## src/rtl/compute_unit.sv

```systemverilog
// Address-mapped arithmetic coprocessor: add/sub/compare in one cycle, shift-add multiply.
// Optional interrupt output enabled by defining COMPUTE_UNIT_IRQ_EN.
module compute_unit #(
    parameter int unsigned            DATA_WIDTH = 16,
    parameter logic [DATA_WIDTH-1:0]  BASE_ADDR  = DATA_WIDTH'(16'h0040)
) (
    input  logic                  clk,
    input  logic                  rst_n,
    input  logic                  device_en,
    input  logic                  wr_en,
    input  logic                  rd_en,
    input  logic [DATA_WIDTH-1:0] address,
    input  logic [DATA_WIDTH-1:0] i_data,
    output logic [DATA_WIDTH-1:0] o_data
`ifdef COMPUTE_UNIT_IRQ_EN
    ,
    output logic                  irq
`endif
);
    localparam int unsigned W = DATA_WIDTH;

    localparam logic [2:0] OffOpa    = 3'd0;
    localparam logic [2:0] OffOpb    = 3'd1;
    localparam logic [2:0] OffCtrl   = 3'd2;
    localparam logic [2:0] OffStatus = 3'd3;
    localparam logic [2:0] OffResLo  = 3'd4;
    localparam logic [2:0] OffResHi  = 3'd5;

    localparam logic [2:0] OpAdd  = 3'd0;
    localparam logic [2:0] OpSub  = 3'd1;
    localparam logic [2:0] OpCmpu = 3'd2;
    localparam logic [2:0] OpCmps = 3'd3;
    localparam logic [2:0] OpMul  = 3'd4;

    typedef enum logic [1:0] {StIdle, StExec, StMult, StDone} state_e;

    state_e           r_state;
    logic [W-1:0]     r_opa;
    logic [W-1:0]     r_opb;
    logic [2:0]       r_op;
    logic             r_done;
    logic             r_err;
    logic [W-1:0]     r_res_lo;
    logic [W-1:0]     r_res_hi;
    logic [2*W-1:0]   r_acc;
    logic [2*W-1:0]   r_mcand;
    logic [W-1:0]     r_mplier;
    logic [W-1:0]     r_cnt;
`ifdef COMPUTE_UNIT_IRQ_EN
    logic             r_irq_en;
`endif

    // Address decode: offset wraps for addresses below BASE_ADDR, so one compare suffices.
    logic [W-1:0] w_off;
    logic [2:0]   w_idx;
    logic         w_hit, w_wr, w_rd, w_busy;
    logic         w_wr_opa, w_wr_opb, w_wr_ctrl, w_start, w_busy_wr, w_stat_rd;

    assign w_off     = address - BASE_ADDR;
    assign w_hit     = (w_off < W'(6));
    assign w_idx     = w_off[2:0];
    assign w_wr      = device_en & wr_en & w_hit;
    assign w_rd      = device_en & rd_en & w_hit;
    assign w_busy    = (r_state == StExec) || (r_state == StMult);
    assign w_wr_opa  = w_wr && (w_idx == OffOpa);
    assign w_wr_opb  = w_wr && (w_idx == OffOpb);
    assign w_wr_ctrl = w_wr && (w_idx == OffCtrl);
    assign w_start   = w_wr_ctrl && !w_busy;
    assign w_busy_wr = w_busy && (w_wr_opa || w_wr_opb || w_wr_ctrl);
    assign w_stat_rd = w_rd && (w_idx == OffStatus);

    logic [W:0] w_sum, w_diff;
    logic       w_eq, w_lt_u, w_lt_s;

    assign w_sum  = {1'b0, r_opa} + {1'b0, r_opb};
    assign w_diff = {1'b0, r_opa} - {1'b0, r_opb};
    assign w_eq   = (r_opa == r_opb);
    assign w_lt_u = (r_opa < r_opb);
    assign w_lt_s = ($signed(r_opa) < $signed(r_opb));

    logic [W-1:0] w_exec_lo, w_exec_hi;
    logic         w_exec_err;

    always_comb begin
        w_exec_lo  = '0;
        w_exec_hi  = '0;
        w_exec_err = 1'b0;
        case (r_op)
            OpAdd: begin
                w_exec_lo = w_sum[W-1:0];
                w_exec_hi = W'(w_sum[W]);
            end
            OpSub: begin
                w_exec_lo = w_diff[W-1:0];
                w_exec_hi = W'(w_diff[W]);
            end
            OpCmpu: w_exec_lo = W'({!w_lt_u && !w_eq, w_lt_u, w_eq});
            OpCmps: w_exec_lo = W'({!w_lt_s && !w_eq, w_lt_s, w_eq});
            default: w_exec_err = 1'b1;
        endcase
    end

    logic [2*W-1:0] w_acc_next;
    logic           w_mul_last;

    assign w_acc_next = r_mplier[0] ? (r_acc + r_mcand) : r_acc;
    assign w_mul_last = (r_cnt == W'(W - 1));

    always_ff @(posedge clk or negedge rst_n) begin
        if (!rst_n) begin
            r_state  <= StIdle;
            r_opa    <= '0;
            r_opb    <= '0;
            r_op     <= '0;
            r_done   <= 1'b0;
            r_err    <= 1'b0;
            r_res_lo <= '0;
            r_res_hi <= '0;
            r_acc    <= '0;
            r_mcand  <= '0;
            r_mplier <= '0;
            r_cnt    <= '0;
`ifdef COMPUTE_UNIT_IRQ_EN
            r_irq_en <= 1'b0;
`endif
        end else begin
            if (w_wr_opa && !w_busy) r_opa <= i_data;
            if (w_wr_opb && !w_busy) r_opb <= i_data;

            // Clears come first so that a same-cycle set overrides them.
            if (w_stat_rd || w_start) r_done <= 1'b0;
            if (w_stat_rd)            r_err  <= 1'b0;
            if (w_busy_wr)            r_err  <= 1'b1;

            case (r_state)
                StIdle, StDone: begin
                    r_state <= StIdle;
                    if (w_start) begin
                        r_op <= i_data[2:0];
`ifdef COMPUTE_UNIT_IRQ_EN
                        r_irq_en <= i_data[3];
`endif
                        if (i_data[2:0] == OpMul) begin
                            r_acc    <= '0;
                            r_mcand  <= {{W{1'b0}}, r_opa};
                            r_mplier <= r_opb;
                            r_cnt    <= '0;
                            r_state  <= StMult;
                        end else begin
                            r_state  <= StExec;
                        end
                    end
                end
                StExec: begin
                    r_res_lo <= w_exec_lo;
                    r_res_hi <= w_exec_hi;
                    r_done   <= 1'b1;
                    if (w_exec_err) r_err <= 1'b1;
                    r_state  <= StDone;
                end
                StMult: begin
                    r_acc    <= w_acc_next;
                    r_mcand  <= r_mcand << 1;
                    r_mplier <= r_mplier >> 1;
                    r_cnt    <= r_cnt + W'(1);
                    if (w_mul_last) begin
                        r_res_lo <= w_acc_next[W-1:0];
                        r_res_hi <= w_acc_next[2*W-1:W];
                        r_done   <= 1'b1;
                        r_state  <= StDone;
                    end
                end
                default: r_state <= StIdle;
            endcase
        end
    end

    always_comb begin
        o_data = '0;
        if (w_rd) begin
            case (w_idx)
                OffOpa:    o_data = r_opa;
                OffOpb:    o_data = r_opb;
`ifdef COMPUTE_UNIT_IRQ_EN
                OffCtrl:   o_data = W'({r_irq_en, r_op});
`else
                OffCtrl:   o_data = W'(r_op);
`endif
                OffStatus: o_data = W'({r_err, r_done, w_busy});
                OffResLo:  o_data = r_res_lo;
                OffResHi:  o_data = r_res_hi;
                default:   o_data = '0;
            endcase
        end
    end

`ifdef COMPUTE_UNIT_IRQ_EN
    assign irq = r_done & r_irq_en;
`endif

endmodule
```

## config.mk

```make
export PLATFORM = sky130hd
export DESIGN_NAME = compute_unit
export DESIGN_NICKNAME = d
export VERILOG_FILES = /design/src/rtl/compute_unit.sv
export SDC_FILE = /design/constraint.sdc
export NUM_CORES = 1
export LEC_CHECK = 0
export ABC_CLOCK_PERIOD_IN_PS = 4700
export CELL_PAD_IN_SITES_DETAIL_PLACEMENT = 1
export CELL_PAD_IN_SITES_GLOBAL_PLACEMENT = 1
export CORE_MARGIN = 4
export CORE_UTILIZATION = 48
export DETAILED_ROUTE_END_ITERATION = 10
export PLACE_DENSITY = 0.91
export SLEW_MARGIN = 20
export SYNTH_ARGS = -nofsm -noshare
export SYNTH_HDL_FRONTEND = slang
export SYNTH_SLANG_ARGS = --single-unit
```

## constraint.sdc

```tcl
create_clock -name clk -period 4.7 [get_ports clk]
set_input_delay 1.41 -clock clk [delete_from_list [all_inputs] [get_ports clk]]
set_output_delay 1.41 -clock clk [all_outputs]
set_load 0.005 [all_outputs]
```

======== Word level (Yosys, flattened, before mapping) ========
Index checks and enable logic that the tools add are counted.
storage, ports and cells
  bits in registers ....................... 167
  bits in latches ......................... 0
  memory bits (writable) .................. 0
  memory bits (read-only) ................. 0
  bits of input ports ..................... 37
  output and inout port bits .............. 16
  logic and storage cells ................. 101
  memories ................................ 0
operators by class
  add/subtract/negate cells ............... 5
  $mul .................................... 0
  divide/modulo/power cells ............... 0
  magnitude comparators ................... 3
  equal/unequal tests ..................... 17
  shift operators ......................... 0
  mux-type cells .......................... 32
  bitwise gates (word level) .............. 4
  reductions and logical operators ........ 28
operator list
  cell                                                                    count
  32-bit two-way mux                                                      5
  16-bit case mux with 2 select lines                                     4
  32-bit case mux with 2 select lines                                     2
  16-bit two-way mux                                                      7
  16-bit case mux with 6 select lines                                     1
  16-bit case mux with 4 select lines                                     1
  32-bit adder                                                            1
  16-bit < comparator                                                     2
  16-bit by 16-bit adder with 17-bit output                               1
  16-bit by 16-bit subtractor with 17-bit output                          1
  16-bit by 1-bit adder with 16-bit output (second input constant)        1
  16-bit == test                                                          1
  16-bit by 4-bit == test with 1-bit output (second input constant)       1
  16-bit by 3-bit < comparator with 1-bit output (second input constant)  1
  16-bit by 7-bit subtractor with 16-bit output (second input constant)   1
  3-bit by 2-bit == test with 1-bit output (second input constant)        4
  1-bit logical AND                                                       10
  3-bit == test (second input constant)                                   3
  3-bit by 1-bit == test with 1-bit output (second input constant)        2
  3-bit zero test                                                         2
  1-bit two-way mux                                                       6
  2-bit two-way mux                                                       3
  2-bit != test (second input constant)                                   3
  2-bit case mux with 3 select lines                                      1
  12 further kinds                                                        25

======== Depth between registers and ports, before layout ========
  depth in word-level cells ............... 10
  depth in mapped cells ................... 13
  mapped depth without buffers ............ 13

======== Least setup slack after synthesis ========
OpenSTA, ideal clock, no wires.
  path kind ............................... input port to output port
  start point ............................. input address[15]
  end point ............................... output o_data[10]
  data arrival time ....................... 3.148 ns
  required time ........................... 3.290 ns
  path slack .............................. 0.142 ns
  stages on the path ...................... 6
  path buffers ............................ 1
  cell sequence ........................... or4_1 > a2111oi_0 > nand4_1 > or2_2 > clkbuf_1 > nor2b_1
between the ends
  longest elaborated chain between the ends .. 4
ends and longest elaborated chain
  item                                            line  RTL
  start: declaration                              12    input logic [DATA_WIDTH-1:0] address,
  16-bit by 7-bit subtractor with 16-bit output   59    assign w_off = address - BASE_ADDR;
  16-bit by 3-bit < comparator with 1-bit output  60    assign w_hit = (w_off < W'(6));
  1-bit bitwise AND                               63    assign w_rd = device_en & rd_en & w_hit;
  16-bit two-way mux                              180   if (w_rd) begin
  end: declaration                                14    output logic [DATA_WIDTH-1:0] o_data
Every way passes these cells.

======== Final worst setup path ========
  start point ............................. input address[11]
  end point ............................... output o_data[15]
Same word-level chain as after synthesis.

==> impl_summary.md <==
Worst setup path
The critical path in this run is classified as in2out. The kind of start point of the critical path is an input pin. The critical path capture point type is an output port. The delay of the slowest cell on the worst path is roughly 0.55 ns. For this design, the slowest cell found on the critical path is or4_4. The kind of cell with the highest combined delay on the critical path is simple AND/OR/NAND/NOR gates. The worst register-to-register path has a setup slack of 0.99 ns.

Among the stages of the critical path, the cell type that occurs most often is buf_6. For the worst setup path, the data arrival time is between 3 and 4 ns. The data required time of the critical path is 3.29 ns. Of all nets on the critical path, the largest fanout is 5. The number of buffers and inverters on the critical path is 4.

Walking the worst path, the cells encountered are buf_6, or4_4, a2111oi_4, nand4_1, buf_6, or2_4, buf_8, nor2b_1, buf_2.

STA
The number of hold violations in the final report came to 0. The number of pins exceeding their max-slew limit in the final report is 0. For the pin with the worst max-slew slack, the measured transition is roughly 0.9 ns. Clock skew on the completed layout was measured at 0.01504 ns. Timing would allow up to 213.8 MHz. The worst setup margin is 0.02359 ns. Headroom to the max-slew limit came out at 39.55%. The count of endpoints failing setup in the final report is 0. The final critical path takes up 99.50% of the cycle. The setup TNS is 0 ns. Setup repair after global routing could not meet its margin everywhere. For the finished layout, the period the worst path requires is roughly 4.7 ns.

Place
The HPWL reported at the end of detailed placement is 28.20 mm. Routability-driven placement finished with a final weighted congestion of 0.9024. Buffers placed on the I/O ports in this run total 52. The standard cell area after detailed placement is 12280 µm².

Timing analysis after detailed placement gives a worst setup slack of -0.8898 ns.

Clock tree
The number of clock buffers added by TritonCTS is 17. Clock-pin slew was measured on the worst setup and hold paths at roughly 0.070 ns. At the later pin of the worst-skew pair, clock insertion delay measures between 0.4 and 0.5 ns.

TritonCTS built the clock tree. The total clock sinks is roughly 170. The cell at the root of the clock tree is clkbuf_16. The H-tree depth reported by CTS is 4.

In this run the deepest clock path goes through 2 buffers.

Synthesis
The register bit total from synthesis is 167. The post-synth net total is roughly 1400. The average instance in the mapped netlist occupies approximately 9 µm². In the synthesized netlist the dominant register cell turns out to be dfrtp_1.

During synthesis, Yosys emitted a total of 0 warnings. The count of different cell masters after synthesis is between 70 and 80. The count of mapped cells out of synthesis is 1296. Of all flip-flops after synthesis, the portion carrying an async set or reset was 100.0%. The cell area after synthesis is 11340 µm². Summing the sequential cell areas from Yosys gives 36.85% of the chip area. The synthesized design contains 0 enable-type register cells.

Worst hold path
In this run the worst hold path is classified as reg2reg.

Drt
The via count of the routed design is 10850. The detailed router finished its first iteration with ~1100 violations. The detailed-route vias per instance is 6.554. The first-pass detailed-route iteration total is 5.

The number of antenna-violating nets in the routed design is 0. The routed wire length per instance is 25.13 µm. In the routed design, unresolved DRC markers number 0. The total wire length is between 40 and 50 mm.

Pwr
VDD sags by at most 0.2383 mV. After layout, the design draws a total of 4.699 mW. The leakage dissipation is 5.961 nW. Power spread over the standard cell area amounts to roughly 360 nW/µm².

Global route
The first global-routing pass estimated approximately 66 mm of wire. The initial antenna violation count is 0. Entering global routing, the biggest net connects 78 pins. The leftover overflow at the end of global routing is 0. The number of global-route vias before repair was ~11000. The aggregate global-route resource usage is 31.78%.

Die
The die covers 26150 µm². The chip width is around 160 µm. The core outline area is 22920 µm². The floorplan die height is 161.7 µm. For this configuration, the core starts out at a cell density of 49.48%. The placement row count is 55.

53 I/O pins were placed.

Run
Across the run, the number of max-cap violations was 0.

Layout
The share of cells above drive strength 1 is 11.69%. The number of diodes added for antenna fixing is 0. Relative to the synthesized area, the layout overhead comes to 13.99%. Once layout is complete, the utilization of the core stands at 56.41%. The final design instance area without fill is 12930 µm². The filler cells instantiated in the layout total between 2000 and 3000. The net count of the finished layout is 1436.

Outcome
The flow ran to the end, and the final reports show no timing, DRC or antenna violations.
==> final timing paths <==
kind                             startpoint      endpoint  cells after the start
worst max-delay path            address[11]    o_data[15]                      9
worst min-delay path            r_res_lo[9]   r_res_lo[9]                      2
worst max register to register     r_acc[0]  r_res_hi[14]                     11
min in group asynchronous             rst_n   r_mplier[9]                      1
max in group asynchronous             rst_n      r_opa[1]                      2
worst min register to register  r_res_lo[9]   r_res_lo[9]                      2
==> power by group <==
| group | total (mW) | internal, mW | switching, mW | leakage, nW |
|---|---|---|---|---|
| combinational | 1.48 | 0.460 | 1.02 | 3.53 |
| clock | 1.47 | 0.756 | 0.712 | 0.287 |
| sequential | 1.75 | 1.60 | 0.143 | 2.15 |
| total | 4.70 | 2.82 | 1.88 | 5.96 |
==> state kept, by name, summed over array words and instances (netlist names) <==
| signal | cells |
|---|---|
| r_opa | 16 |
| r_mplier | 16 |
| r_res_lo | 16 |
| r_opb | 16 |
| r_op | 3 |
| r_state | 2 |
| r_cnt | 16 |
| r_mcand | 32 |
| r_done | 1 |
| r_acc | 32 |
| r_res_hi | 16 |
| r_err | 1 |
==> layer usage <==
layer	share of wire [%]	vias to the layer above	wire length (µm)	GRT usage (%)
li1	-	4700	-	-
met5	0	-	0	0
met3	7.4	171	3064	6.344
met1	39	5442	16400	39.75
met4	5.4	0	2246	14.84
met2	48	541	19910	53.23
==> cell usage in the layout (no fill, tap or decap), types with 8 or more instances in the layout <==
cell type	n
dfrtp_1	167
o31ai_1	10
ha_1	65
clkdlybuf4s50_1	31
inv_1	40
a21o_1	24
buf_2	8
nand3_1	40
a22o_1	8
buf_4	29
a21oi_1	88
and3_1	11
nand2_1	199
a211oi_1	11
mux2_2	24
clkbuf_16	17
nor2b_1	22
a31oi_1	16
nor2_1	88
mux4_2	14
mux2i_1	46
o211ai_1	15
xnor2_1	29
xor2_1	21
nor3_1	21
o21a_1	8
o21ai_0	124
nand4_1	9
nand2b_1	12
==> cell usage after synthesis, drive strengths merged, types with 5 or more instances <==
cell,instances,area [µm²]
a211oi,12,95.09
a21o,24,180.2
a21oi,90,454.2
a22o,8,70.07
a31oi,16,100.1
a32oi,7,61.31
and3,11,68.82
buf,16,86.33
clkbuf,59,221.5
dfrtp,167,4179
ha,66,825.8
inv,41,153.9
mux2,24,270.3
mux2i,46,460.4
mux4,14,315.3
nand2,200,753.2
nand2b,12,75.07
nand3,40,200.2
nand3b,6,45.04
nand4,9,56.30
nor2,89,334.1
nor2b,25,156.4
nor3,22,115.1
nor3b,6,55.05
o211ai,15,112.6
o21a,8,60.06
o21ai,125,625.6
o21bai,5,37.54
o31ai,11,87.58
or2,5,31.28
or3,7,43.79
or4,8,63.81
xnor2,29,254.0
xor2,21,183.9
==> cells by family after synthesis <==
group,count (synthesis),synth area share [%]
AO/OA/AOI/OAI,357,19.53
XOR/XNOR,50,3.862
adder cells (fa/ha/maj),69,7.812
buffers and inverters,117,4.104
flip-flops,167,36.85
multiplexers,84,9.224
AND/OR/NAND/NOR,452,18.61
==> metrics by stage <==
step                instances  hold WS, ns
finish                   1656       0.4851
global route             1656       0.5309
CTS                      1655       0.4915
detailed placement       1617       0.4760
global placement         1617       0.4620
floorplan                1296       0.4398
==> cell type report <==
cell class / instances / area, µm² / area share [%]
well taps: 313 / 391.6 / 3.030
inverters: 42 / 157.7 / 1.220
clock buffers: 17 / 425.4 / 3.291
clock inverters: 15 / 157.7 / 1.220
multi-input cells: 1013 / 6800 / 52.61
flip-flops and latches: 167 / 4179 / 32.33
repair buffers: 89 / 814.5 / 6.301
==> worst reg2reg max path, stage by stage, from the launching register on <==
cell,delay [ns]
dfrtp_1,0.43
ha_1,0.28
fa_1,0.50
a211oi_1,0.25
nor2_1,0.16
o31ai_1,0.45
nand2_1,0.14
a41oi_1,0.61
a211oi_1,0.19
a211oi_1,0.40
nor2_1,0.07
o21ai_0,0.16
==> repair_timing <==
item | 4_1_cts | 5_1_grt
gates cloned | 1 | 0
hold buffers | 0 | 0
buffers inserted | 5 | 1
endpoints found under the setup margin | 16 | 13
pin swaps | 5 | 2
gates resized for setup | 59 | 22
No activity file was read; power rests on OpenSTA's default activity.
